[src/rtl/fetch_pkg.sv]
// Shared types and constants for the instruction fetch stream.
// Queue entries carry the codebase-wide address/instruction widths below.
package fetch_pkg;

    localparam int FETCH_AWIDTH = 32;
    localparam int FETCH_DWIDTH = 32;
    localparam int INSN_BYTES   = 4;
    localparam logic [FETCH_AWIDTH-1:0] PC_ALIGN_MASK = ~FETCH_AWIDTH'(INSN_BYTES - 1);

    typedef struct packed {
        logic [FETCH_AWIDTH-1:0] pc;
        logic [FETCH_DWIDTH-1:0] insn;
        logic                    filled;
    } fetch_entry_t;

    function automatic logic [FETCH_AWIDTH-1:0] align_pc(input logic [FETCH_AWIDTH-1:0] pc);
        return pc & PC_ALIGN_MASK;
    endfunction

endpackage

[src/rtl/fetch_queue.sv]
// Circular reserve-then-fill queue: entries are reserved in request order,
// filled in response order and popped from the head once filled.
module fetch_queue
    import fetch_pkg::*;
#(
    parameter int FQ_DEPTH = 4,
    localparam int PW = $clog2(FQ_DEPTH),
    localparam int CW = $clog2(FQ_DEPTH) + 1
) (
    input  logic                    clk,
    input  logic                    rst,
    input  logic                    i_flush,
    input  logic                    i_reserve,
    input  logic [FETCH_AWIDTH-1:0] i_res_pc,
    input  logic                    i_fill,
    input  logic [FETCH_DWIDTH-1:0] i_fill_insn,
    input  logic                    i_pop,
    output fetch_entry_t            o_head,
    output logic [CW-1:0]           o_count
);

    logic [FETCH_AWIDTH-1:0] r_pc   [FQ_DEPTH];
    logic [FETCH_DWIDTH-1:0] r_insn [FQ_DEPTH];
    logic [FQ_DEPTH-1:0]     r_filled;
    logic [PW-1:0]           r_head;
    logic [PW-1:0]           r_tail;
    logic [PW-1:0]           r_fill;
    logic [CW-1:0]           r_count;

    // Pointers wrap naturally because FQ_DEPTH is a power of two.
    always_ff @(posedge clk) begin
        if (rst || i_flush) begin
            r_head   <= '0;
            r_tail   <= '0;
            r_fill   <= '0;
            r_count  <= '0;
            r_filled <= '0;
        end else begin
            if (i_reserve) begin
                r_filled[r_tail] <= 1'b0;
                r_tail           <= r_tail + PW'(1);
            end
            if (i_fill) begin
                r_filled[r_fill] <= 1'b1;
                r_fill           <= r_fill + PW'(1);
            end
            if (i_pop) begin
                r_filled[r_head] <= 1'b0;
                r_head           <= r_head + PW'(1);
            end
            r_count <= r_count + CW'(i_reserve) - CW'(i_pop);
        end
    end

    always_ff @(posedge clk) begin
        if (i_reserve)
            r_pc[r_tail] <= i_res_pc;
        if (i_fill)
            r_insn[r_fill] <= i_fill_insn;
    end

    always_comb begin
        o_head        = '0;
        o_head.pc     = r_pc[r_head];
        o_head.insn   = r_insn[r_head];
        o_head.filled = r_filled[r_head];
    end

    assign o_count = r_count;

endmodule

[src/rtl/fetch_stream.sv]
// Fetch stage stream engine: issues imem requests, queues returned
// instructions for decode and handles redirects by flushing younger work.
module fetch_stream
    import fetch_pkg::*;
#(
    parameter int                DWIDTH   = 32,
    parameter int                AWIDTH   = 32,
    parameter logic [AWIDTH-1:0] BASEADDR = AWIDTH'(32'h0100_0000),
    parameter int                FQ_DEPTH = 4
) (
    input  logic              clk,
    input  logic              rst,
    output logic              req_valid_o,
    input  logic              req_ready_i,
    output logic [AWIDTH-1:0] req_addr_o,
    input  logic              resp_valid_i,
    input  logic [DWIDTH-1:0] resp_insn_i,
    input  logic              redirect_i,
    input  logic [AWIDTH-1:0] redirect_pc_i,
    output logic              valid_o,
    input  logic              ready_i,
    output logic [AWIDTH-1:0] pc_o,
    output logic [DWIDTH-1:0] insn_o
);

    localparam int CW  = $clog2(FQ_DEPTH) + 1;
    localparam int DCW = CW + 1;

    logic [AWIDTH-1:0] r_fetch_pc;
    logic [CW-1:0]     r_outstanding;
    logic [DCW-1:0]    r_drop_cnt;

    fetch_entry_t      w_head;
    logic [CW-1:0]     w_count;
    logic              w_full;
    logic              w_fire;
    logic              w_drop;
    logic              w_fill;
    logic              w_pop;

    // Issue decision uses registered count only, so decode ready never reaches req_valid_o.
    assign w_full      = (w_count == CW'(FQ_DEPTH));
    assign req_valid_o = !rst && !redirect_i && !w_full;
    assign req_addr_o  = r_fetch_pc;
    assign w_fire      = req_valid_o && req_ready_i;

    // Responses to requests issued before a redirect are consumed silently.
    assign w_drop = resp_valid_i && (r_drop_cnt != '0);
    assign w_fill = resp_valid_i && !w_drop && !redirect_i;

    assign valid_o = !rst && !redirect_i && w_head.filled;
    assign w_pop   = valid_o && ready_i;
    assign pc_o    = valid_o ? AWIDTH'(w_head.pc)   : '0;
    assign insn_o  = valid_o ? DWIDTH'(w_head.insn) : '0;

    // r_outstanding counts live requests that will fill the queue; r_drop_cnt counts stale ones.
    always_ff @(posedge clk) begin
        if (rst) begin
            r_fetch_pc    <= BASEADDR;
            r_outstanding <= '0;
            r_drop_cnt    <= '0;
        end else if (redirect_i) begin
            r_fetch_pc    <= AWIDTH'(align_pc(FETCH_AWIDTH'(redirect_pc_i)));
            r_drop_cnt    <= r_drop_cnt + DCW'(r_outstanding) - DCW'(resp_valid_i);
            r_outstanding <= '0;
        end else begin
            if (w_fire)
                r_fetch_pc <= r_fetch_pc + AWIDTH'(INSN_BYTES);
            if (w_drop)
                r_drop_cnt <= r_drop_cnt - DCW'(1);
            r_outstanding <= r_outstanding + CW'(w_fire) - CW'(w_fill);
        end
    end

    fetch_queue #(
        .FQ_DEPTH (FQ_DEPTH)
    ) u_queue (
        .clk         (clk),
        .rst         (rst),
        .i_flush     (redirect_i),
        .i_reserve   (w_fire),
        .i_res_pc    (FETCH_AWIDTH'(r_fetch_pc)),
        .i_fill      (w_fill),
        .i_fill_insn (FETCH_DWIDTH'(resp_insn_i)),
        .i_pop       (w_pop),
        .o_head      (w_head),
        .o_count     (w_count)
    );

    property p_count_bounds;
        @(posedge clk) disable iff (rst)
            (r_outstanding <= w_count) && (w_count <= CW'(FQ_DEPTH));
    endproperty
    assert property (p_count_bounds);

    property p_inflight_bound;
        @(posedge clk) disable iff (rst)
            (int'(r_drop_cnt) + int'(r_outstanding)) <= 2 * FQ_DEPTH;
    endproperty
    assert property (p_inflight_bound);

endmodule

[config.mk]
export PLATFORM = sky130hd
export DESIGN_NAME = fetch_stream
export DESIGN_NICKNAME = d
export VERILOG_FILES = /design/src/rtl/fetch_pkg.sv /design/src/rtl/fetch_queue.sv /design/src/rtl/fetch_stream.sv
export SDC_FILE = /design/constraint.sdc
export NUM_CORES = 1
export LEC_CHECK = 0
export ABC_CLOCK_PERIOD_IN_PS = 5510
export BUFFER_PORTS_ARGS = -buffer_cell sky130_fd_sc_hd__buf_2
export CAP_MARGIN = 20
export CORE_ASPECT_RATIO = 1.25
export CORE_MARGIN = 8
export CORE_UTILIZATION = 50
export CTS_CLUSTER_SIZE = 20
export DETAILED_ROUTE_END_ITERATION = 7
export HOLD_SLACK_MARGIN = 0.15
export PLACE_DENSITY = 0.79
export SLEW_MARGIN = 30
export SYNTH_ARGS = -nofsm -noshare
export SYNTH_HDL_FRONTEND = slang
export SYNTH_SLANG_ARGS = --single-unit
[constraint.sdc]
create_clock -name clk -period 5.51 [get_ports clk]
set_clock_uncertainty 0.2 [all_clocks]
set_input_delay 1.653 -clock clk [delete_from_list [all_inputs] [get_ports clk]]
set_output_delay 1.653 -clock clk [all_outputs]
set_load 0.005 [all_outputs]
==> results of run 1 <==
stage by stage:
| step | power (µW) | setup slack [ns] | instance area, µm² | util (%) | hold slack (ns) |
|---|---|---|---|---|---|
| after global routing | 5250 | 0.843 | 15000 | 59.5 | 0.361 |
| after detailed placement | 2990 | 0.991 | 14000 | 55.4 | 0.299 |
| after CTS | 5120 | 0.927 | 15000 | 59.5 | 0.320 |
| after global placement | 2980 | 1.08 | 14000 | 55.3 | 0.286 |
| final | 5080 | 1.00 | 15000 | 59.5 | 0.324 |
| after floorplan | 2850 | 0.364 | 12900 | - | 0.269 |
cell families (layout without fill, tap and decap cells):
group           after synthesis  count (layout)  share of synthesized area [%]
compound gates               84              84                           4.76
xor+xnor                     14              14                          0.954
fa+ha+maj                    28              28                           2.90
buf+inv                      89             266                           3.11
flops                       300             300                           66.1
mux                          64              64                           11.1
other cells                   1               4                         0.0292
simple gates                241             241                           11.1
layer usage:
layer | vias up | GRT usage (%)
li1 | 3562 | -
met1 | 3919 | 22.3
met2 | 326 | 31.5
met3 | 63 | 4.17
met4 | 8 | 5.25
met5 | - | 0
final cells by class:
class	instances	share of cell area [%]
Inverter	35	0.873
Multi-Input combinational cell	435	26.6
Clock inverter	19	1.81
Tap cell	335	2.79
Sequential cell	300	56.5
Clock buffer	35	5.11
Timing Repair Buffer	177	6.32
final timing paths:
check | startpoint | endpoint | cells after the start
max | register | pc_o[27] | 4
min | u_queue.r_tail[1]$_SDFFE_PP0P_ | u_queue.r_tail[1]$_SDFFE_PP0P_ | 2
max reg2reg | u_queue.r_head[0]$_SDFFE_PP0N_ | u_queue.o_count[2]$_SDFF_PP0_ | 10
min reg2reg | u_queue.r_tail[1]$_SDFFE_PP0P_ | u_queue.r_tail[1]$_SDFFE_PP0P_ | 2
synth_stat cells (all sizes together), types with 4 or more instances:
master / instances
a2111oi: 5
a211oi: 13
a21o: 5
a21oi: 15
a311oi: 8
a31oi: 7
and2: 8
and3: 71
and4: 7
buf: 20
clkbuf: 34
dfxtp: 52
edfxtp: 248
ha: 25
inv: 35
mux4: 63
nand2: 28
nand3: 25
nand4: 19
nor2: 32
nor3: 12
nor3b: 8
nor4: 11
o211ai: 9
o31ai: 6
or3: 5
or4: 5
xnor2: 10
xor2: 4
worst max-delay path, stage by stage (launching register included):
cell	delay [ns]
dfxtp_4	0.84
buf_12	0.32
mux4_2	0.55
and3_1	0.22
buf_2	0.13
where the power goes:
part	internal (µW)	total [µW]	switching (µW)	leakage (µW)
registers	2530	2590	64.6	0.00270
logic	155	351	196	0.00237
clock network	1320	2140	817	0.000512
total	4000	5080	1080	0.00558
sequential cells by signal, summed over array words and instances (netlist names), named ones only:
signal	flops
u_queue.o_count	3
r_outstanding	3
u_queue.r_fill	2
u_queue.r_insn	128
req_addr_o	30
r_drop_cnt	4
u_queue.r_tail	2
u_queue.r_filled	4
u_queue.r_head	2
u_queue.r_pc	120
==> results.sh, run 1 <==
export IMPL_status="complete, no violations"
export IMPL_period_minus_slack_ns=4.51
export IMPL_worst_pin_slew_ns=0.782
export IMPL_ir_worst_vdd_v=0.000393
export IMPL_power_density_mw_per_mm2=338
export IMPL_critPathMaxFanout=36
export IMPL_cts_tree="built"
export IMPL_cts_buffer_depth=3
export IMPL_cts_setup_buffers=0
export IMPL_firstDrtPassIters=5
export IMPL_antenna_found_initial=4
export IMPL_synthDominantCellAreaShare_pct=57.9
export IMPL_drc=0
export IMPL_routed_wl_mm=29.0
export IMPL_rsz0062_at_grt="false"
export IMPL_htreeDepth=1
export IMPL_worst_skew_pair_late_latency_ns=0.54
export IMPL_cts_sinks=300
export IMPL_drive_gt1_share_pct=30.9
export IMPL_slew_viol_final=0
export IMPL_cts_resized=0
export IMPL_grt_use_total_pct=18.1
export IMPL_fin_crit_sh_pct=81.8
export IMPL_met2WireLength_mm=14.6
export IMPL_final_seq_area_mm2=0.00849
export IMPL_cts_hold_fix_buffers=0
export IMPL_multiInputGateArea_mm2=0.00401
export IMPL_dieArea_mm2=0.0311
export IMPL_ys_types=64
export IMPL_numCtsBuffers=29
export IMPL_io_pins=168
export IMPL_overflow=0
export IMPL_gp_congestion=0.844
export IMPL_area_delta_synth_final_pct=17.0
export IMPL_hold_class="register to register"
export IMPL_synth_top_flop_cell="edfxtp_1"
export IMPL_dp_hpwl_mm=18.4
export IMPL_topRoutingLayerUsed="met5"
export IMPL_diodes=0
export IMPL_cp_arrival_ns=2.66
export IMPL_wl_met3_mm=2.29
export IMPL_dr_total_vias=7878
export IMPL_finalNetCount=1076
export IMPL_synth_seq_cells=300
export IMPL_m1WireLength_mm=11.3
export IMPL_yosys_warnings=0
export IMPL_drtIter0Drc=513
export IMPL_core_area_mm2=0.0253
export IMPL_final_common_cell="edfxtp_1"
export IMPL_yosysTopAreaCell="edfxtp_1"
export IMPL_final_setup_viol_count=0
export IMPL_reg2reg_slack_ns=2.13
export IMPL_final_cell_mix="248 x edfxtp_1, 161 x buf_2, 71 x and3_1"
export IMPL_maxCapViolCount=0
export IMPL_instances_no_fill=1336
export IMPL_vias_per_cell=5.90
export IMPL_fillCellCount=1903
export IMPL_final_setup_tns_ns=0
export IMPL_ys_seq_area_share_pct=66.1
export IMPL_dp_cells=1282
export IMPL_p_leak_uw=0.00558
export IMPL_async_flop_share_pct=0
export IMPL_slew_headroom_pct=47.9
export IMPL_grt_pass1_wl_mm=45.1
export IMPL_ant_nets=0
export IMPL_avgRoutedWirePerCell_um=21.7
export IMPL_synth_edff_count=248
export IMPL_die_x_um=159
export IMPL_cp_start_kind="register"
export IMPL_fmax_ghz=0.222
export IMPL_critPathCaptureType="primary output"
export IMPL_die_height_um=195
export IMPL_syn_area_per_cell_um2=15.7
export IMPL_grt_pass1_vias=8013
export IMPL_cts_root_buf="clkbuf_16"
export IMPL_portBuffers=161
export IMPL_syn_area_mm2=0.0129
export IMPL_crit_required_ns=3.66
export IMPL_criticalPathCategory="register to primary output"
export IMPL_final_hold_violation_count=0
export IMPL_rows=65
export IMPL_syn_inst=821
export IMPL_clkTransAtPathRegs_ns=0.06
export IMPL_synth_area_leaders="edfxtp_1 58%, mux4_2 11%, dfxtp_1 8.1%"
export IMPL_start_util_pct=50.8
export IMPL_grt_max_degree=67
(Power assumes the default switching activity.)
==> run 2: changes to the inputs <==
--- a/config.mk
+++ b/config.mk
@@ -5,7 +5,8 @@
 export SDC_FILE = /design/constraint.sdc
 export NUM_CORES = 1
 export LEC_CHECK = 0
-export ABC_CLOCK_PERIOD_IN_PS = 5510
+export ABC_AREA = 1
+export ABC_CLOCK_PERIOD_IN_PS = 4580
 export BUFFER_PORTS_ARGS = -buffer_cell sky130_fd_sc_hd__buf_2
 export CAP_MARGIN = 20
 export CORE_ASPECT_RATIO = 1.25
@@ -14,7 +15,7 @@
 export CTS_CLUSTER_SIZE = 20
 export DETAILED_ROUTE_END_ITERATION = 7
 export HOLD_SLACK_MARGIN = 0.15
-export PLACE_DENSITY = 0.79
+export PLACE_DENSITY = 0.78
 export SLEW_MARGIN = 30
 export SYNTH_ARGS = -nofsm -noshare
 export SYNTH_HDL_FRONTEND = slang
==> constraint.sdc (replaced) <==
create_clock -name clk -period 4.58 [get_ports clk]
set_clock_uncertainty 0.2 [all_clocks]
set_input_delay 1.374 -clock clk [delete_from_list [all_inputs] [get_ports clk]]
set_output_delay 1.374 -clock clk [all_outputs]
set_load 0.005 [all_outputs]
==> results.sh, run 2 <==
export IMPL_overflow=0
export IMPL_vias_per_cell=5.31
export IMPL_numCtsBuffers=28
export IMPL_critPathMaxFanout=42
export IMPL_syn_area_per_cell_um2=10.2
export IMPL_cts_tree="built"
export IMPL_internal_power_uw=4640
export IMPL_grt_pass1_vias=9626
export IMPL_core_area_mm2=0.0260
export IMPL_synth_top_flop_cell="edfxtp_1"
export IMPL_drtIter0Drc=522
export IMPL_finalPower_uw=5890
export IMPL_cp_arrival_ns=2.51
export IMPL_p_seq_share_pct=52.4
export IMPL_final_seq_area_mm2=0.00849
export IMPL_cts_setup_buffers=0
export IMPL_start_util_pct=50.8
export IMPL_synth_seq_cells=300
export IMPL_final_util_pct=58.8
export IMPL_hold_class="register to register"
export IMPL_power_density_mw_per_mm2=385
export IMPL_clkTransAtPathRegs_ns=0.06
export IMPL_slew_headroom_pct=46.9
export IMPL_netlist_top_cells_count="313 x nor2_1, 248 x edfxtp_1, 151 x nand2_1"
export IMPL_avgRoutedWirePerCell_um=16.8
export IMPL_largest_register_ffs=128
export IMPL_dieArea_mm2=0.0319
export IMPL_synthDominantCellAreaShare_pct=56.4
export IMPL_synth_edff_count=248
export IMPL_instances_no_fill=1806
export IMPL_dr_total_vias=9587
export IMPL_maxCapViolCount=0
export IMPL_gp_congestion=0.888
export IMPL_cts_hold_fix_buffers=0
export IMPL_io_pins=168
export IMPL_final_setup_tns_ns=0
export IMPL_ir_worst_vdd_v=0.000273
export IMPL_grt_max_degree=67
export IMPL_fin_crit_sh_pct=89.2
export IMPL_antenna_found_initial=0
export IMPL_yosysMostFrequentCell="nor2_1"
export IMPL_ys_types=34
export IMPL_routed_wl_mm=30.3
export IMPL_die_height_um=198
export IMPL_ant_nets=0
export IMPL_htreeDepth=1
export IMPL_dp_cells=1753
export IMPL_drc=0
export IMPL_cts_resized=0
export IMPL_cts_root_buf="clkbuf_16"
export IMPL_syn_inst=1292
export IMPL_final_setup_viol_count=0
export IMPL_area_delta_synth_final_pct=15.9
export IMPL_async_flop_share_pct=0
export IMPL_status="complete, no violations"
export IMPL_multiInputGateArea_mm2=0.00408
export IMPL_yosysTopAreaCell="edfxtp_1"
export IMPL_grt_use_total_pct=18.4
export IMPL_final_cell_mix="305 x nor2_1, 248 x edfxtp_1, 161 x buf_2"
export IMPL_finalNetCount=1541
export IMPL_syn_area_mm2=0.0132
export IMPL_cts_sinks=300
export IMPL_grt_pass1_wl_mm=48.0
export IMPL_p_sw_uw=1260
export IMPL_drive_gt1_share_pct=18.4
export IMPL_rsz0062_at_grt="false"
export IMPL_p_leak_uw=0.00588
export IMPL_worst_pin_slew_ns=0.796
export IMPL_clockPowerShare_pct=41.4
export IMPL_combPwrFrac_pct=6.2
export IMPL_fillCellCount=2110
export IMPL_fmax_ghz=0.245
export IMPL_p_sw_share_pct=21.3
export IMPL_portBuffers=161
export IMPL_synth_area_leaders="edfxtp_1 56%, nor2_1 8.9%, dfxtp_1 7.9%"
export IMPL_dpl_worst_slack_ns=0.463
export IMPL_critPathCaptureType="primary output"
export IMPL_die_x_um=161
export IMPL_period_minus_slack_ns=4.09
export IMPL_criticalPathCategory="input pin to primary output"
export IMPL_firstDrtPassIters=5
export IMPL_ys_seq_area_share_pct=64.3
export IMPL_setup_ws_ns=0.495
export IMPL_final_common_cell="nor2_1"
export IMPL_dp_hpwl_mm=19.3
export IMPL_cts_buffer_depth=3
export IMPL_crit_required_ns=3.01
export IMPL_yosys_warnings=0
export IMPL_slew_viol_final=0
export IMPL_worst_skew_pair_late_latency_ns=0.53
export IMPL_final_hold_violation_count=0
export IMPL_cp_start_kind="input pin"
export IMPL_regMostFlops="u_queue.r_insn"
export IMPL_rows=66
## run 2: kinds of logic after synthesis
family / synth area share (%)
AOI/OAI and AO/OA: 10.6
xor gates and xnor gates: 1.13
adders and majority gates: 2.82
buffers and inverters: 5.25
DFF: 64.3
other: 0.0284
and+or+nand+nor: 15.9
## run 2: path summary, 6_finish.rpt
kind                                   end  slack [ns]  cells past startpoint                            from
min reg2reg     r_drop_cnt[2]$_SDFFE_PP0P_        0.33                      2      r_drop_cnt[2]$_SDFFE_PP0P_
min             r_drop_cnt[2]$_SDFFE_PP0P_        0.33                      2      r_drop_cnt[2]$_SDFFE_PP0P_
max                                pc_o[9]        0.49                      6                      redirect_i
max reg2reg  u_queue.o_count[2]$_SDFF_PP0_        1.76                     13  u_queue.r_head[0]$_SDFFE_PP0N_
## run 2: critical path: stages
cell	delay, ns
buf_2	0.12
nor2_4	0.14
nand2_2	0.07
buf_4	0.29
a21oi_1	0.32
buf_2	0.18
## run 2: power groups by stage
stage | registers, µW | clock network, µW | logic, µW
after floorplan | 3130 | 0 | 243
after global routing | 3100 | 2570 | 421
after detailed placement | 3150 | 0 | 364
after global placement | 3140 | 0 | 349
final | 3090 | 2440 | 366
after CTS | 3090 | 2470 | 369
## run 2: layout make-up
class / count / share of cell area [%]
multi-input combinational: 841 / 26.7
clock buffer: 40 / 5.34
clock inverter: 12 / 1.10
timing repair buffer: 183 / 6.43
inverter: 89 / 2.18
antenna: 1 / 0.0164
sequential: 300 / 55.5
tap: 340 / 2.78
## run 2: through the flow
stage | cell area [µm²] | hold WS (ns)
6_report | 15300 | 0.329
5_1_grt | 15300 | 0.356
4_1_cts | 15300 | 0.327
3_5_place_dp | 14300 | 0.306
3_3_place_gp | 14300 | 0.292
2_1_floorplan | 13200 | 0.279
## run 2: per-layer routing
metal | up-vias | GRT usage, % | wire, µm
li1 | 4657 | - | -
met1 | 4535 | 21.4 | 11800
met2 | 336 | 33.8 | 15600
met3 | 59 | 3.14 | 2010
met4 | 0 | 6.32 | 810
met5 | - | 0 | 0
==> run 3: changes to the inputs <==
--- a/config.mk
+++ b/config.mk
@@ -7,12 +7,12 @@
 export LEC_CHECK = 0
 export ABC_AREA = 1
 export ABC_CLOCK_PERIOD_IN_PS = 4580
-export BUFFER_PORTS_ARGS = -buffer_cell sky130_fd_sc_hd__buf_2
+export BUFFER_PORTS_ARGS = -buffer_cell sky130_fd_sc_hd__clkbuf_2
 export CAP_MARGIN = 20
 export CORE_ASPECT_RATIO = 1.25
 export CORE_MARGIN = 8
 export CORE_UTILIZATION = 50
-export CTS_CLUSTER_SIZE = 20
+export CTS_CLUSTER_SIZE = 25
 export DETAILED_ROUTE_END_ITERATION = 7
 export HOLD_SLACK_MARGIN = 0.15
 export PLACE_DENSITY = 0.78
==> results.sh, run 3 (synthesis gave the netlist of run 2 again) <==
export IMPL_cts_tree="built"
export IMPL_grt_use_total_pct=18.7
export IMPL_final_cell_area_mm2=0.0153
export IMPL_ant_nets=0
export IMPL_clkTransAtPathRegs_ns=0.06
export IMPL_final_setup_tns_ns=0
export IMPL_grt_pass1_vias=9701
export IMPL_multiInputGateArea_mm2=0.00408
export IMPL_crit_path_end="insn_o[19]"
export IMPL_p_sw_share_pct=21.2
export IMPL_dp_hpwl_mm=19.6
export IMPL_clockPowerShare_pct=41.7
export IMPL_status="complete, no violations"
export IMPL_overflow=0
export IMPL_p_seq_share_pct=52.2
export IMPL_rows=66
export IMPL_slew_viol_final=0
export IMPL_fin_crit_sh_pct=89.8
export IMPL_dieArea_mm2=0.0319
export IMPL_p_leak_uw=0.00582
export IMPL_dp_cells=1752
export IMPL_slew_headroom_pct=46.4
export IMPL_combPwrFrac_pct=6.2
export IMPL_finalHoldWorstSlack_ns=0.327
export IMPL_r2r_end="u_queue.o_count[2]$_SDFF_PP0_"
export IMPL_antenna_found_initial=0
export IMPL_cts_sinks=300
export IMPL_internal_power_uw=4670
export IMPL_grt_max_degree=63
export IMPL_p_sw_uw=1260
export IMPL_core_area_mm2=0.0260
export IMPL_final_common_cell="nor2_1"
export IMPL_drive_gt1_share_pct=18.4
export IMPL_critPathMaxFanout=58
export IMPL_die_height_um=198
export IMPL_instances_no_fill=1806
export IMPL_numCtsBuffers=29
export IMPL_cp_arrival_ns=2.54
export IMPL_finalNetCount=1541
export IMPL_period_minus_slack_ns=4.11
export IMPL_ir_worst_vdd_v=0.000285
export IMPL_dr_total_vias=9567
export IMPL_worst_skew_pair_late_latency_ns=0.54
export IMPL_gp_congestion=0.899
export IMPL_rsz0062_at_grt="false"
export IMPL_worst_pin_slew_ns=0.805
export IMPL_final_seq_area_mm2=0.00849
export IMPL_fillCellCount=2112
export IMPL_cts_root_buf="clkbuf_16"
export IMPL_cts_buffer_depth=3
export IMPL_start_util_pct=50.8
export IMPL_avgRoutedWirePerCell_um=16.8
export IMPL_crit_required_ns=3.01
export IMPL_power_density_mw_per_mm2=387
export IMPL_vias_per_cell=5.30
export IMPL_firstDrtPassIters=5
export IMPL_r2r_cells=13
export IMPL_final_hold_violation_count=0
export IMPL_final_cell_mix="305 x nor2_1, 248 x edfxtp_1, 161 x clkbuf_2"
export IMPL_drtIter0Drc=547
export IMPL_hold_class="register to register"
export IMPL_die_x_um=161
export IMPL_maxCapViolCount=0
export IMPL_criticalPathCategory="register to primary output"
export IMPL_place_area_mm2=0.0143
export IMPL_htreeDepth=1
export IMPL_diodes=0
export IMPL_fmax_ghz=0.243
export IMPL_regMostFlops="u_queue.r_insn"
export IMPL_critPathCaptureType="primary output"
export IMPL_drc=0
export IMPL_portBuffers=161
export IMPL_area_delta_synth_final_pct=15.9
export IMPL_grt_pass1_wl_mm=48.6
export IMPL_cts_setup_buffers=0
export IMPL_io_pins=168
export IMPL_largest_register_ffs=128
export IMPL_min_path_cells=2
export IMPL_routed_wl_mm=30.3
export IMPL_r2r_start="u_queue.r_head[0]$_SDFFE_PP0N_"
export IMPL_final_setup_viol_count=0
export IMPL_reg2reg_slack_ns=1.72
export IMPL_cp_start_kind="register"
-- run 3: stage by stage --
| stage | setup slack [ns] | total power (µW) | utilization, % |
|---|---|---|---|
| 6_report | 0.467 | 5920 | 58.8 |
| 5_1_grt | 0.239 | 6110 | 58.8 |
| 4_1_cts | 0.150 | 5960 | 58.8 |
| 3_5_place_dp | 0.516 | 3510 | 55.0 |
| 3_3_place_gp | 0.538 | 3490 | 55.0 |
| 2_1_floorplan | 0.658 | 3370 | - |
-- run 3: area by class of cell --
type / count / area share [%]
flip-flops and latches: 300 / 55.5
multi-input cells: 841 / 26.6
repair buffers: 182 / 6.29
clock buffers: 39 / 5.18
well taps: 340 / 2.78
inverters: 89 / 2.22
clock inverters: 15 / 1.39
-- run 3: layer usage --
layer	vias up	global-route usage, %	part of all wire [%]
met3	57	3.10	7.0
met1	4477	22.4	41
met4	0	7.45	2.7
met2	373	33.2	50
li1	4660	-	-
met5	-	0	0
-- run 3: power groups by stage --
stage | Clock (µW) | Sequential (µW) | Combinational (µW)
floorplan | 0 | 3130 | 243
global placement | 0 | 3140 | 349
detailed placement | 0 | 3150 | 364
CTS | 2500 | 3090 | 368
global route | 2590 | 3100 | 422
finish | 2470 | 3090 | 365
-- run 3: worst min-delay path by stage --
stage,startpoint,endpoint,slack (ns)
floorplan,u_queue.r_fill[0]$_SDFFE_PP0P_,u_queue.r_fill[0]$_SDFFE_PP0P_,0.28
global placement,u_queue.r_fill[0]$_SDFFE_PP0P_,u_queue.r_fill[0]$_SDFFE_PP0P_,0.30
detailed placement,r_drop_cnt[2]$_SDFFE_PP0P_,r_drop_cnt[2]$_SDFFE_PP0P_,0.32
CTS,r_drop_cnt[2]$_SDFFE_PP0P_,r_drop_cnt[2]$_SDFFE_PP0P_,0.33
global route,u_queue.r_fill[0]$_SDFFE_PP0P_,u_queue.r_fill[0]$_SDFFE_PP0P_,0.36
finish,r_drop_cnt[2]$_SDFFE_PP0P_,r_drop_cnt[2]$_SDFFE_PP0P_,0.33
-- run 3: repair_timing --
action	in CTS	in global routing
setup endpoints to repair	0	4
hold buffers	0	0
resized for setup	0	2
-- run 3: critical path, stage by stage (launching register included) --
cell	delay, ns
dfxtp_4	0.49
inv_4	0.41
buf_4	0.53
o21ai_0	0.21
a21oi_1	0.22
clkbuf_2	0.14
